--- config.mk ---
export PLATFORM = sky130hd
export DESIGN_NAME = display_refresh_scheduler
export DESIGN_NICKNAME = d
export VERILOG_FILES = /design/src/rtl/display_refresh_scheduler.sv
export SDC_FILE = /design/constraint.sdc
export NUM_CORES = 1
export LEC_CHECK = 0
export ABC_AREA = 1
export CELL_PAD_IN_SITES_DETAIL_PLACEMENT = 2
export CELL_PAD_IN_SITES_GLOBAL_PLACEMENT = 2
export CORE_UTILIZATION = 35
export DETAILED_ROUTE_END_ITERATION = 8
export GPL_TIMING_DRIVEN = 1
export HOLD_SLACK_MARGIN = 0.03
export PLACE_DENSITY = 0.9
export SYNTH_ARGS = -nofsm -noshare
export SYNTH_HDL_FRONTEND = slang
export SYNTH_SLANG_ARGS = --single-unit
--- constraint.sdc ---
create_clock -name clk -period 3.69 [get_ports clk]
set_input_delay 0.5535 -clock clk [delete_from_list [all_inputs] [get_ports clk]]
set_output_delay 0.5535 -clock clk [all_outputs]
set_load 0.02 [all_outputs]
--- src/rtl/display_refresh_scheduler.sv ---
// display_refresh_scheduler: encodes packed BCD to 7-segment frames, shifts them out MSB first, then latches (LZB_EN: leading-zero blanking).
// Latency: upd_ack one cycle after a trigger is seen in IDLE; a frame lasts 2 + DIGITS*SEG_W*2*CLK_DIV + CLK_DIV cycles.
// Backpressure: none; every trigger seen during a frame collapses into a single follow-up frame.
module display_refresh_scheduler #(
  parameter int DIGITS      = 4,
  parameter int SEG_W       = 8,
  parameter int CLK_DIV     = 2,
  parameter int REFRESH_DIV = 1000
) (
  input  logic                clk,
  input  logic                rst,
  input  logic [4*DIGITS-1:0] bcd_in,
  input  logic                upd_req,
  output logic                upd_ack,
  output logic                busy,
  output logic                ser_data,
  output logic                ser_clk,
  output logic                ser_latch,
  output logic                frame_done
);
  localparam int NBITS = DIGITS * SEG_W;
  localparam int IW    = (NBITS > 1) ? $clog2(NBITS) : 1;
  localparam int DW    = (CLK_DIV > 1) ? $clog2(CLK_DIV) : 1;
  localparam int RW    = $clog2(REFRESH_DIV);

  typedef enum logic [2:0] {IDLE, LOAD, SHIFT_LO, SHIFT_HI, LATCH, DONE} state_t;
  state_t state, state_nxt;

  logic [4*DIGITS-1:0] snapshot;
  logic [RW-1:0]       refresh_cnt;
  logic                pending;
  logic [IW-1:0]       idx;
  logic [DW-1:0]       div_cnt;
  logic [NBITS-1:0]    frame;
  logic [3:0]          nib;
  logic                div_last;
  logic                refresh_due;
  logic                trigger;
`ifdef LZB_EN
  logic                lead;
`endif

  function automatic logic [7:0] seg_of(input logic [3:0] n);
    case (n)
      4'd0:    seg_of = 8'h3F;
      4'd1:    seg_of = 8'h06;
      4'd2:    seg_of = 8'h5B;
      4'd3:    seg_of = 8'h4F;
      4'd4:    seg_of = 8'h66;
      4'd5:    seg_of = 8'h6D;
      4'd6:    seg_of = 8'h7D;
      4'd7:    seg_of = 8'h07;
      4'd8:    seg_of = 8'h7F;
      4'd9:    seg_of = 8'h6F;
      default: seg_of = 8'h40;
    endcase
  endfunction

  // Frame is encoded from the snapshot so it stays stable for the whole shift.
  always_comb begin
    frame = '0;
    nib   = '0;
`ifdef LZB_EN
    lead  = 1'b1;
`endif
    for (int d = DIGITS - 1; d >= 0; d--) begin
      nib = snapshot[4*d +: 4];
`ifdef LZB_EN
      if (lead && nib == 4'd0 && d != 0) begin
        frame[d*SEG_W +: SEG_W] = '0;
      end else begin
        lead = 1'b0;
        frame[d*SEG_W +: SEG_W] = SEG_W'(seg_of(nib));
      end
`else
      frame[d*SEG_W +: SEG_W] = SEG_W'(seg_of(nib));
`endif
    end
  end

  assign div_last    = (div_cnt == DW'(CLK_DIV - 1));
  assign refresh_due = (refresh_cnt == RW'(REFRESH_DIV - 1));
  assign trigger     = upd_req | pending | (bcd_in != snapshot) | refresh_due;

  always_ff @(posedge clk or negedge rst) begin
    if (!rst) state <= IDLE;
    else      state <= state_nxt;
  end

  always_comb begin
    state_nxt  = state;
    upd_ack    = 1'b0;
    busy       = 1'b1;
    ser_data   = 1'b0;
    ser_clk    = 1'b0;
    ser_latch  = 1'b0;
    frame_done = 1'b0;
    case (state)
      IDLE: begin
        busy = 1'b0;
        if (trigger) state_nxt = LOAD;
      end
      LOAD: begin
        upd_ack   = 1'b1;
        state_nxt = SHIFT_LO;
      end
      SHIFT_LO: begin
        ser_data = frame[idx];
        if (div_last) state_nxt = SHIFT_HI;
      end
      SHIFT_HI: begin
        ser_data = frame[idx];
        ser_clk  = 1'b1;
        if (div_last) state_nxt = (idx == '0) ? LATCH : SHIFT_LO;
      end
      LATCH: begin
        ser_latch = 1'b1;
        if (div_last) state_nxt = DONE;
      end
      DONE: begin
        frame_done = 1'b1;
        state_nxt  = IDLE;
      end
      default: state_nxt = IDLE;
    endcase
  end

  always_ff @(posedge clk or negedge rst) begin
    if (!rst) begin
      snapshot    <= '0;
      refresh_cnt <= '0;
      pending     <= 1'b1;
      idx         <= '0;
      div_cnt     <= '0;
    end else begin
      div_cnt <= (state_nxt != state) ? '0 : div_cnt + DW'(1);
      case (state)
        IDLE: if (!trigger) refresh_cnt <= refresh_cnt + RW'(1);
        LOAD: begin
          snapshot    <= bcd_in;
          pending     <= 1'b0;
          refresh_cnt <= '0;
          idx         <= IW'(NBITS - 1);
        end
        SHIFT_HI: if (div_last && idx != '0) idx <= idx - IW'(1);
        default: ;
      endcase
      // LOAD itself absorbs anything seen in its own cycle.
      if (state != IDLE && state != LOAD && (upd_req || bcd_in != snapshot))
        pending <= 1'b1;
    end
  end

endmodule
==> results of run 1 <==
[cells in the final DEF, fill, tap and decap left out, drive strengths merged]
cell           count
nand2            140
clkbuf             8
ha                27
o21ai             34
clkdlybuf4s50     23
nand4              5
nor4               2
clkinv             2
o211ai             3
o21bai             1
nor3               6
dfrtp             35
nor2              39
inv               49
nand3b             1
xnor2              3
xor2               6
a21oi             12
nor3b              1
o22ai              2
a31oi              1
nand3             53
buf                3
dfstp              1
[worst max-delay path: stages, from the launching register on]
cell             delay [ps]
dfrtp_1                 450
inv_1                   170
ha_1                    340
inv_1                    50
nand2_1                  50
nand3_1                  80
nand3_1                  70
nand2_1                  50
o21ai_0                 180
nand3_1                 110
nand2_1                 110
nor2_1                   50
nor2_1                  130
clkdlybuf4s50_1         620
[per-stage QoR]
stage / total power, mW / hold slack, ps
2_1_floorplan: 0.495 / 258
3_3_place_gp: 0.548 / 458
3_5_place_dp: 0.556 / 466
4_1_cts: 0.867 / 409
5_1_grt: 0.898 / 440
6_report: 0.855 / 377
[worst min-delay path by stage]
stage / start / to / slack [ps] / depth (start not counted)
final: rst / refresh_cnt[7] / 380 / 1
after global routing: rst / refresh_cnt[7] / 440 / 1
after CTS: rst / refresh_cnt[7] / 410 / 1
after global placement: pending / pending / 460 / 2
after floorplan: rst / div_cnt / 260 / 0
after detailed placement: pending / pending / 470 / 2
[metal layers]
layer  global-route usage, %  vias up  wire, um
li1                        -     1428         -
met1                    31.0     1453      4550
met2                    41.7       30      4660
met3                    3.01        8       198
met4                    5.64        0       104
met5                       0        -         0
[logic make-up (layout without fill, tap and decap cells)]
kind of cell,after synthesis,after routing
fa+ha+maj,27,27
simple gates,247,247
buf+inv,64,85
xor+xnor,9,9
flops,36,36
compound gates,53,53
[flip-flops by register name, summed over array words and instances, names as in the netlist]
signal,count
div_cnt,1
idx,5
pending,1
refresh_cnt,10
snapshot,16
state,3
[cell type report]
class	count	area (sq um)
Sequential cell	36	902
Fill cell	1013	4840
Timing Repair Buffer	26	250
Inverter	51	191
Tap cell	105	131
Clock buffer	8	90.1
Multi-Input combinational cell	336	1770
[power by group through the flow]
| stage | sequential [mW] | combinational [mW] | clock, mW |
|---|---|---|---|
| after floorplan | 0.418 | 0.0768 | 0 |
| after global placement | 0.426 | 0.122 | 0 |
| final | 0.419 | 0.129 | 0.307 |
| after CTS | 0.419 | 0.132 | 0.316 |
| after global routing | 0.421 | 0.147 | 0.329 |
| after detailed placement | 0.427 | 0.129 | 0 |
==> impl_metrics.env, run 1 <==
export IMPL_grt_pass1_wl_mm=16.2
export IMPL_ys_seq_elements=36
export IMPL_fin_crit_ps=3310
export IMPL_synthMuxAreaShare_pct=0
export IMPL_worstPathRequired_ps=3140
export IMPL_setup_violations=0
export IMPL_clockBufferDepth=2
export IMPL_wl_per_cell_um=16.9
export IMPL_yosys_top_cells_area="dfrtp_1, nand2_1, ha_1"
export IMPL_fin_ws_ps=378
export IMPL_grt_max_degree=44
export IMPL_status="finished, final reports clean"
export IMPL_fin_area_sq_um=3340
export IMPL_ys_dominant_reg_cell="dfrtp_1"
export IMPL_syn_area_per_cell_sq_um=6.73
export IMPL_fin_util_pct=40.8
export IMPL_p_leak_nw=1.63
export IMPL_relSlewSlack_pct=40.5
export IMPL_diodes=0
export IMPL_ir_worst_vdd_v=0.000135
export IMPL_synth_compound_area_share_pct=10.0
export IMPL_cts_hold_buf=0
export IMPL_hpwl_mm=7.07
export IMPL_power_density_nw_per_um2=256
export IMPL_async_reset_ff_share_pct=100
export IMPL_pre_cts_slack_ps=734
export IMPL_setup_worst_path_start="snapshot[13]"
export IMPL_drc=0
export IMPL_synth_top_family_by_area="simple AND/OR/NAND/NOR gates"
export IMPL_avgViaCountPerCell=5.19
export IMPL_fin_skew_ps=5.42
export IMPL_post_cts_buffers=0
export IMPL_fmax_ghz=0.302
export IMPL_crit_end="ser_data"
export IMPL_drtIter0Drc=117
export IMPL_final_hold_violation_count=0
export IMPL_syn_area_sq_um=2940
export IMPL_synth_distinct_cells=32
export IMPL_cts_root_buffer="clkbuf_8"
export IMPL_antenna_found_initial=0
export IMPL_dp_cells=554
export IMPL_synthTopCellsByCount="nand2_1, nand3_1, inv_1"
export IMPL_yosysWarnings=0
export IMPL_cts_sinks=36
export IMPL_post_cts_resized=0
export IMPL_firstDrtPassIters=4
export IMPL_synth_simple_gate_area_share_pct=36.2
export IMPL_grt_ovfl_total=0
export IMPL_synth_seq_area_share_pct=30.7
export IMPL_grt_usage_pct=23.8
export IMPL_path_clk_slew_ps=80
export IMPL_r2r_start="state[1]"
export IMPL_synth_area_leader_cell="dfrtp_1"
export IMPL_start_util_pct=35.9
export IMPL_cts_htree_levels=2
export IMPL_tightest_slew_ps=893
export IMPL_grt_pass1_vias=3178
export IMPL_synth_edf_count=0
export IMPL_worstSetupEndpointType="output pin"
export IMPL_postPlaceCellArea_sq_um=3250
export IMPL_crit_fanout=6
export IMPL_fin_crit_sh_pct=89.8
export IMPL_cts_buffers=5
export IMPL_cap_violations=0
export IMPL_synth_xor_area_share_pct=2.69
export IMPL_worstSetupStartpointType="flop"
export IMPL_p_int_uw=608
export IMPL_synth_fa_ha_area_share_pct=11.5
export IMPL_clkLatencyLatePin_ps=290
export IMPL_portBuffers=24
export IMPL_io_pins=25
export IMPL_fin_nets=502
export IMPL_p_switching_uw=248
export IMPL_arrival_ps=2760
export IMPL_combPwrFrac_pct=15.1
export IMPL_die_area_sq_um=8760
export IMPL_synth_fp_nets=482
export IMPL_rsz0062_at_grt="no"
export IMPL_r2r_cells=6
export IMPL_p_sw_share_pct=29.0
export IMPL_rows=33
export IMPL_final_antenna_net_count=0
export IMPL_final_cell_count_no_fill=562
export IMPL_cts_tree="yes"
export IMPL_synth_top_cell_area_share_pct=29.8
export IMPL_area_growth_pct=13.7
export IMPL_wirelength_mm=9.52
export IMPL_routabilityCongestion=0.805
export IMPL_die_w_um=93.6
export IMPL_postSynthCellCount=436
export IMPL_hp_class="in2async"
export IMPL_dr_total_vias=2919
export IMPL_pwr_share_clk_pct=35.9
export IMPL_yosys_cell_count_top_type="nand2_1"
export IMPL_timing_rr_end="refresh_cnt[9]"
export IMPL_drive_gt1_share_pct=5.47
export IMPL_die_h_um=93.6
export IMPL_drv_slew=0
export IMPL_fin_setup_tns_ps=0
export IMPL_coreArea_sq_um=8180
export IMPL_r2r_slack_ps=1560
export IMPL_power_frac_seq_pct=49.0
export IMPL_critPathKind="reg2out"
(Power assumes the default switching activity.)
==> run 2: changes to the inputs <==
==> constraint.sdc (replaced) <==
create_clock -name clk -period 3.9 [get_ports clk]
set_input_delay 0.585 -clock clk [delete_from_list [all_inputs] [get_ports clk]]
set_output_delay 0.585 -clock clk [all_outputs]
set_load 0.02 [all_outputs]
==> impl_metrics.env, run 2 (same netlist as run 1, synthesis figures left out) <==
export IMPL_critPathMaxStageDelay_ps=850
export IMPL_p_switching_uw=247
export IMPL_die_area_sq_um=8760
export IMPL_cts_htree_levels=2
export IMPL_final_hold_violation_count=0
export IMPL_final_seq_area_sq_um=902
export IMPL_grt_max_degree=44
export IMPL_io_pins=25
export IMPL_worstPathRequired_ps=3310
export IMPL_antenna_found_initial=0
export IMPL_largest_register_ffs=16
export IMPL_fin_crit_ps=3710
export IMPL_cpMaxStageDelayCell="dfrtp_1"
export IMPL_rows=33
export IMPL_path_clk_slew_ps=80
export IMPL_power_frac_seq_pct=44.0
export IMPL_avgViaCountPerCell=5.35
export IMPL_fin_nets=501
export IMPL_drtIter0Drc=122
export IMPL_dr_total_vias=3002
export IMPL_crit_fanout=22
export IMPL_drc=0
export IMPL_pwr_share_clk_pct=41.9
export IMPL_portBuffers=24
export IMPL_cap_violations=0
export IMPL_fin_area_sq_um=3370
export IMPL_reg_top3="snapshot (16), refresh_cnt (10), idx (5)"
export IMPL_drv_slew=0
export IMPL_firstDrtPassIters=4
export IMPL_cts_tree="yes"
export IMPL_worstSetupEndpointType="output pin"
export IMPL_combPwrFrac_pct=14.1
export IMPL_drive_gt1_share_pct=5.70
export IMPL_post_cts_resized=0
export IMPL_wl_per_cell_um=18.8
export IMPL_die_w_um=93.6
export IMPL_p_leak_nw=1.64
export IMPL_fillers=1017
export IMPL_fmax_ghz=0.270
export IMPL_fin_skew_ps=5.84
export IMPL_layout_commonest_cell="nand2_1"
export IMPL_ir_worst_vdd_v=0.000121
export IMPL_worstSetupStartpointType="flop"
export IMPL_worst_path_most_repeated_cell="nand3_1"
export IMPL_postPlaceCellArea_sq_um=3240
export IMPL_die_h_um=93.6
export IMPL_wirelength_mm=10.5
export IMPL_arrival_ps=3130
export IMPL_clockBufferDepth=2
export IMPL_final_antenna_net_count=0
export IMPL_status="finished, final reports clean"
export IMPL_power_density_nw_per_um2=268
export IMPL_diodes=0
export IMPL_p_int_uw=656
export IMPL_fin_crit_sh_pct=95.1
export IMPL_post_cts_buffers=0
export IMPL_clkLatencyLatePin_ps=300
export IMPL_cts_sinks=36
export IMPL_setup_violations=0
export IMPL_multiInputGateArea_sq_um=1770
export IMPL_rsz0062_at_grt="no"
export IMPL_start_util_pct=35.9
export IMPL_grt_usage_pct=25.5
export IMPL_cts_hold_buf=0
export IMPL_hp_class="in2async"
export IMPL_grt_pass1_wl_mm=17.1
export IMPL_p_sw_share_pct=27.3
export IMPL_grt_pass1_vias=3313
export IMPL_cts_root_buffer="clkbuf_8"
export IMPL_critPathKind="reg2out"
export IMPL_tightest_slew_ps=860
export IMPL_top_register="snapshot"
export IMPL_layout_common_cells="nand2_1, nand3_1, inv_1"
export IMPL_cts_buffers=5
export IMPL_crit_chain="clkinv_1 -> nand3_1 -> nand3_1 -> nand2_1 -> nand3_1 -> nand2_1 -> nor2_1 -> nor2_1 -> clkdlybuf4s50_1"
export IMPL_coreArea_sq_um=8180
export IMPL_routabilityCongestion=0.799
export IMPL_fin_setup_tns_ps=0
export IMPL_hpwl_mm=7.03
export IMPL_relSlewSlack_pct=42.7
export IMPL_grt_ovfl_total=0
export IMPL_area_growth_pct=14.7
[run 2: stage by stage]
stage / hold slack [ps] / util, % / setup WS (ps) / total power, mW / std cells
5_1_grt: 473 / 41.2 / 23.3 / 0.938 / 561
4_1_cts: 446 / 41.2 / 202 / 0.914 / 561
3_5_place_dp: 472 / 39.6 / 658 / 0.528 / 553
3_3_place_gp: 459 / 39.6 / 747 / 0.520 / 553
2_1_floorplan: 289 / - / 1680 / 0.468 / 436
6_report: 391 / 41.2 / 190 / 0.903 / 561
[run 2: metal layers]
| layer | track usage, % | routed length, um | vias to the layer above |
|---|---|---|---|
| li1 | - | - | 1428 |
| met3 | 3.41 | 389 | 15 |
| met1 | 32.1 | 4800 | 1512 |
| met2 | 45.5 | 5190 | 47 |
| met4 | 6.28 | 154 | 0 |
| met5 | 0 | 0 | - |
[run 2: layout make-up]
type	count	share of cell area, %
clock inverters	1	0.892
inverters	51	5.69
well taps	105	3.90
repair buffers	25	7.21
multi-input cells	336	52.7
flip-flops and latches	36	26.8
clock buffers	7	2.86
[run 2: path summary, 6_finish.rpt]
path / start / to / slack (ps) / depth (start not counted)
worst max-delay path: idx[0] / ser_data / 190 / 9
min in group clk: pending / pending / 490 / 2
worst min register to register: pending / pending / 490 / 2
worst max register to register: idx[0] / idx[4] / 1150 / 8
max in group asynchronous: rst / snapshot[8] / 2960 / 1
worst min-delay path: rst / refresh_cnt[6] / 390 / 1
[run 2: critical path, delay by kind of cell (launching register included)]
kind | cells | cell delay [ps]
simple gates | 7 | 810
flops | 1 | 850
buf+inv | 2 | 1150
[run 2: power groups by stage]
stage	clock (mW)	sequential (mW)	combinational, mW
after CTS	0.387	0.397	0.130
after global placement	0	0.403	0.117
after global routing	0.395	0.399	0.144
after floorplan	0	0.396	0.0727
after detailed placement	0	0.404	0.124
final	0.378	0.397	0.127
==> run 3: changes to the inputs <==
--- a/config.mk
+++ b/config.mk
@@ -9,6 +9,7 @@
 export CELL_PAD_IN_SITES_DETAIL_PLACEMENT = 2
 export CELL_PAD_IN_SITES_GLOBAL_PLACEMENT = 2
 export CORE_UTILIZATION = 35
+export CTS_CLUSTER_SIZE = 14
 export DETAILED_ROUTE_END_ITERATION = 8
 export GPL_TIMING_DRIVEN = 1
 export HOLD_SLACK_MARGIN = 0.03
==> results of run 3 <==
Final layout, timing and power as in run 2 (identical DEF).
==> patch 1, RTL diff (flow settings as in run 2) <==
The 6 states of `state_t` get a one-hot encoding in 6 bits.
--- a/src/rtl/display_refresh_scheduler.sv
+++ b/src/rtl/display_refresh_scheduler.sv
@@ -25,3 +25,3 @@
 
-  typedef enum logic [2:0] {IDLE, LOAD, SHIFT_LO, SHIFT_HI, LATCH, DONE} state_t;
+  typedef enum logic [5:0] {IDLE = 6'b000001, LOAD = 6'b000010, SHIFT_LO = 6'b000100, SHIFT_HI = 6'b001000, LATCH = 6'b010000, DONE = 6'b100000} state_t;
   state_t state, state_nxt;
Formal check against the unedited RTL: same outputs for any inputs over 10 cycles, from zero or initial values and one cycle with rst low; not proved beyond that.
==> patch 1 against run 2 <==
Sequential cell count rose by 3. Core utilization shrank 0.47 points. Setup slack improved by 0.15 ns. Final cell count is 5.0% higher. Design area up 4.9%. Area after synthesis increased by 6.2%. Routed wire length fell by 5.0%. Critical endpoint unchanged. Highest routed layer unchanged.
Power is not compared: it rests on default switching activity, and its combinational part moved more than twofold at a synthesized area within 25%.
==> patch 1: results (changes against run 2) <==
| Metric | Value |
|---|---|
| Max clock buf depth | `2 (unchanged)` |
| First-pass GRT wire length | `16600 um (was 17100 um)` |
| Largest net degree at the start of global routing | `40 (was 44)` |
| Adder-cell share of the synthesized area | `10.8% (was 11.5%)` |
| Fmax | `281 MHz (was 270 MHz)` |
| Reg clk slew, reported paths | `0.10 ns (was 0.08 ns)` |
| Pre-CTS WS | `0.736 ns (was 0.658 ns)` |
| H-Tree Depth | `2 (unchanged)` |
| Mux contribution to synthesized area | `0% (unchanged)` |
| Crit path capture | `ser_data (unchanged)` |
| Synth Instances | `464 (was 436)` |
| Async set-reset flop share out of synthesis | `100% (unchanged)` |
| Slew HR | `35.4% (was 42.7%)` |
| Diodes inserted | `0 (unchanged)` |
| DP Cell Count | `581 (was 553)` |
| R2R depth | `10 (was 8)` |
| # fillers | `1109 (was 1017)` |
| Via count | `3097 (was 3002)` |
| Worst vdd ir | `roughly 0.19 mV` |
| Static Leak | `around 1.9 nW` |
| Postcts setup bufs | `0 (unchanged)` |
| Clock Skew | `0.0172 ns (was 0.00584 ns)` |
| Largest regs | `snapshot x16, refresh_cnt x10, state x6 (was snapshot x16, refresh_cnt x10, idx x5)` |
| Run status | `finished clean (unchanged)` |
| Crit Path Max Fanout | `19 (was 22)` |
| Sequential cell area fraction in the yosys report | `31.4% (was 30.7%)` |
| Skew-Pair Late Insertion Delay | `0.31 ns` |
| Hpwl dp | `7300 um (was 7030 um)` |
| Compound-Gate Fraction of Synth Area | `6.86% (was 10.0%)` |
| Final Wtd Congestion | `0.786 (was 0.799)` |
| Share of layout cells above drive strength 1 | `4.99% (was 5.70%)` |
| Min-Delay Path Class | `in -> async (unchanged)` |
| Number of global-route vias before repair | `3478 (was 3313)` |
| Fin cells | `589 (was 561)` |
| # nets final | `526 (was 501)` |
| Ys flop type | `dfrtp_1 (unchanged)` |
| # DRC | `0 (unchanged)` |
| R2R setup slack | `1.28 ns (was 1.15 ns)` |
| Synth top area cells | `dfrtp_1 30%, nand2_1 17%, ha_1 11% (was dfrtp_1 30%, nand2_1 18%, ha_1 12%)` |
| GRT Util Overall | `23.6% (was 25.5%)` |
| Post-Synth XOR/XNOR Area | `2.81% (was 2.69%)` |
| Commonest cells in the netlist | `139 x nand2_1, 62 x inv_1, 56 x nand3_1, 37 x dfrtp_1, 33 x nor2_1 (was 138 x nand2_1, 52 x nand3_1, 43 x inv_1, 35 x dfrtp_1, 35 x nor2_1)` |
| Final wirelength | `10000 um (was 10500 um)` |
| 1st-iter DRT viols | `53 (was 122)` |
| Mapped Nets | `510 (was 482)` |
[patch 1: how the worst min path moves through the flow]
stage,start,to,slack (ns),depth (start not counted)
after CTS,rst,div_cnt,0.46,1
after global routing,rst,div_cnt,0.50,1
final,rst,div_cnt,0.43,1
after detailed placement,div_cnt,div_cnt,0.51,1
after global placement,state[5],state[5],0.50,1
after floorplan,rst,div_cnt,0.29,0
[patch 1: kinds of logic (layout without fill, tap and decap cells)]
| family | Yosys count | count (layout) |
|---|---|---|
| fa+ha+maj | 27 | 27 |
| flops | 39 | 39 |
| simple gates | 264 | 264 |
| xor+xnor | 10 | 10 |
| compound gates | 40 | 40 |
| buf+inv | 84 | 101 |
[patch 1: worst max-delay path, stage by stage, from the launching register on]
cell and delay, ns:
dfrtp_1 0.77, inv_1 0.43, nand2_1 0.16, nand2_1 0.07, nor2_1 0.11, nor2_1 0.07
nand2_1 0.06, nand2_1 0.05, nor2_1 0.11, nor2_1 0.06, nor2_1 0.19, nor2_1 0.06
clkdlybuf4s50_1 0.53
[patch 1: layout make-up]
type	count	share of cell area, %
Multi-Input combinational cell	341	51.0
Sequential cell	39	27.7
Inverter	67	7.12
Timing Repair Buffer	26	7.08
Tap cell	108	3.82
Clock buffer	5	1.95
Clock inverter	3	1.35
[patch 1: stage by stage]
step | hold WS (ns) | cell area (um^2) | total power [mW]
6_report | 0.426 | 3530 | 2.24
5_1_grt | 0.500 | 3530 | 2.46
2_1_floorplan | 0.289 | 3120 | 1.48
3_3_place_gp | 0.498 | 3420 | 1.76
3_5_place_dp | 0.509 | 3420 | 1.86
4_1_cts | 0.460 | 3530 | 2.28
[patch 1: layer usage]
layer	global-route usage, %	share of wire, %	vias to the layer above
met5	0	0	-
met4	7.35	2.1	0
met3	3.79	2.0	17
met2	44.2	52	30
met1	27.1	44	1543
li1	-	-	1507
==> patch 2, RTL diff (flow settings as in run 2) <==
Made on the original files. Add a define of `LZB_EN`.
--- a/src/rtl/display_refresh_scheduler.sv
+++ b/src/rtl/display_refresh_scheduler.sv
@@ -3,2 +3,4 @@
 // Backpressure: none; every trigger seen during a frame collapses into a single follow-up frame.
+`define LZB_EN
+
 module display_refresh_scheduler #(
Formal check against the unedited RTL: no difference found for any inputs over 10 cycles, from zero or initial values and one cycle with rst low; that may be too few to reach the edited logic, so the function may still have changed.
==> patch 2 against run 2 <==
Setup slack better by 0.23 ns. Synthesized cell count is 7.1% higher. Area after synthesis rose by 3.5%. Power decreased by 8.2%. Design area grew 2.5%. Sequential cell count unchanged. Routed wire length grew 7.0%. Largest cell class unchanged.
==> patch 2: results (changes against run 2) <==
| Metric | Value |
|---|---|
| Static Leak | `1.76 nW (was 1.64 nW)` |
| GRT Util Overall | `27.0% (was 25.5%)` |
| Count of cell types in the netlist | `37 (was 32)` |
| Number of synthesized flops with an enable pin | `0 (unchanged)` |
| Worst R2R End | `idx[4] (unchanged)` |
| Synth Instances | `467 (was 436)` |
| Compound-Gate Fraction of Synth Area | `8.81% (was 10.0%)` |
| Slew HR | `40.0% (was 42.7%)` |
| Worst vdd ir | `0.159 mV (was 0.121 mV)` |
| CP max stage cell | `dfrtp_1 (unchanged)` |
| Final Wtd Congestion | `0.826 (was 0.799)` |
| R2R setup slack | `1.21 ns (was 1.15 ns)` |
| Clock Skew | `0.0132 ns (was 0.00584 ns)` |
| Crit Path Max Fanout | `18 (was 22)` |
| CP peak stage delay | `0.76 ns (was 0.85 ns)` |
| Mapped Nets | `513 (was 482)` |
| First-pass GRT wire length | `18500 um (was 17100 um)` |
| Ys Warns | `0 (unchanged)` |
| Area post-placement | `3360 um^2 (was 3240 um^2)` |
| Hpwl dp | `7650 um (was 7030 um)` |
| H-Tree Depth | `2 (unchanged)` |
| Largest regs | `snapshot x16, refresh_cnt x10, idx x5 (unchanged)` |
| Average wire per standard cell | `19.0 um (was 18.8 um)` |
| Sequential cell area fraction in the yosys report | `29.7% (was 30.7%)` |
| Largest area contributor in the netlist | `dfrtp_1 (unchanged)` |
| Final wirelength | `11300 um (was 10500 um)` |
| Pint | `558 uW (was 656 uW)` |
| Number of global-route vias before repair | `3580 (was 3313)` |
| Share of layout cells above drive strength 1 | `7.98% (was 5.70%)` |
| Pre-CTS WS | `0.906 ns (was 0.658 ns)` |
| R2R depth | `10 (was 8)` |
| Largest net degree at the start of global routing | `43 (was 44)` |
| Synth top area cells | `dfrtp_1 29%, nand2_1 20%, ha_1 11% (was dfrtp_1 30%, nand2_1 18%, ha_1 12%)` |
| Via count | `3177 (was 3002)` |
| Post-Synth XOR/XNOR Area | `2.02% (was 2.69%)` |
| 1st-iter DRT viols | `91 (was 122)` |
| Num CTS Buffers | `5 (unchanged)` |
| Mux contribution to synthesized area | `0% (unchanged)` |
| CP top delay family | `buffers and inverters (unchanged)` |
| Worst EP arrival | `2.90 ns (was 3.13 ns)` |
| Element type at the critical path start | `flop (unchanged)` |
| DP Cell Count | `586 (was 553)` |
| Postcts setup bufs | `0 (unchanged)` |
| Commonest cells in the netlist | `158 x nand2_1, 51 x nor2_1, 42 x inv_1, 42 x nand3_1, 35 x dfrtp_1 (was 138 x nand2_1, 52 x nand3_1, 43 x inv_1, 35 x dfrtp_1, 35 x nor2_1)` |
| Hold slack | `0.401 ns (was 0.391 ns)` |
| # nets final | `534 (was 501)` |
| Max clock buf depth | `2 (unchanged)` |
| Async set-reset flop share out of synthesis | `100% (unchanged)` |
| Adder-cell share of the synthesized area | `11.1% (was 11.5%)` |
| Run status | `finished clean (unchanged)` |
-- patch 2: cell count changes in the layout (fill, tap and decap cells not counted), moves of 3 or more --
cell / change
nand2_1: +20
nor2_1: +16
nand3_1: -10
inv_2: +9
o21ai_0: -8
o21ai_1: +3
-- patch 2: cells by family after synthesis --
logic type,after synthesis
AO/OA/AOI/OAI,50
XOR/XNOR,7
adder cells (fa/ha/maj),27
buffers and inverters,69
flip-flops,36
AND/OR/NAND/NOR,278
-- patch 2: layer usage --
layer	GRT usage, %	part of all wire (%)	vias to the layer above
met5	0	0	-
met4	10.7	2.9	0
met3	3.43	2.0	25
met2	48.6	51	52
met1	32.3	44	1583
li1	-	-	1517
-- patch 2: worst max-delay path by stage --
stage / slack [ns] / depth (start not counted) / to
floorplan: 1.73 / 11 / ser_data
global placement: 1.03 / 12 / ser_data
detailed placement: 0.91 / 11 / ser_data
CTS: 0.43 / 9 / ser_data
global route: 0.29 / 9 / ser_data
finish: 0.42 / 9 / ser_data
-- patch 2: power groups by stage --
| stage | Combinational (mW) | Clock (mW) | Sequential, mW |
|---|---|---|---|
| after floorplan | 0.0745 | 0 | 0.398 |
| after global placement | 0.124 | 0 | 0.402 |
| after detailed placement | 0.133 | 0 | 0.403 |
| after CTS | 0.139 | 0.301 | 0.396 |
| after global routing | 0.154 | 0.315 | 0.398 |
| final | 0.136 | 0.297 | 0.396 |
-- patch 2: area by class of cell --
cell class                      instances  area, um^2
Fill cell                            1017        4850
Multi-Input combinational cell        362        1870
Sequential cell                        36         902
Timing Repair Buffer                   25         243
Inverter                               58         220
Tap cell                              105         131
Clock buffer                            5        68.8
Clock inverter                          3        18.8
-- patch 2: worst reg2reg max path: cells and delay by family, from the launching register on --
kind	cells	cell delay [ns]
adder cells (fa/ha/maj)	1	0.30
AO/OA/AOI/OAI	1	0.15
buffers and inverters	1	0.32
AND/OR/NAND/NOR	7	1.03
flip-flops	1	0.76
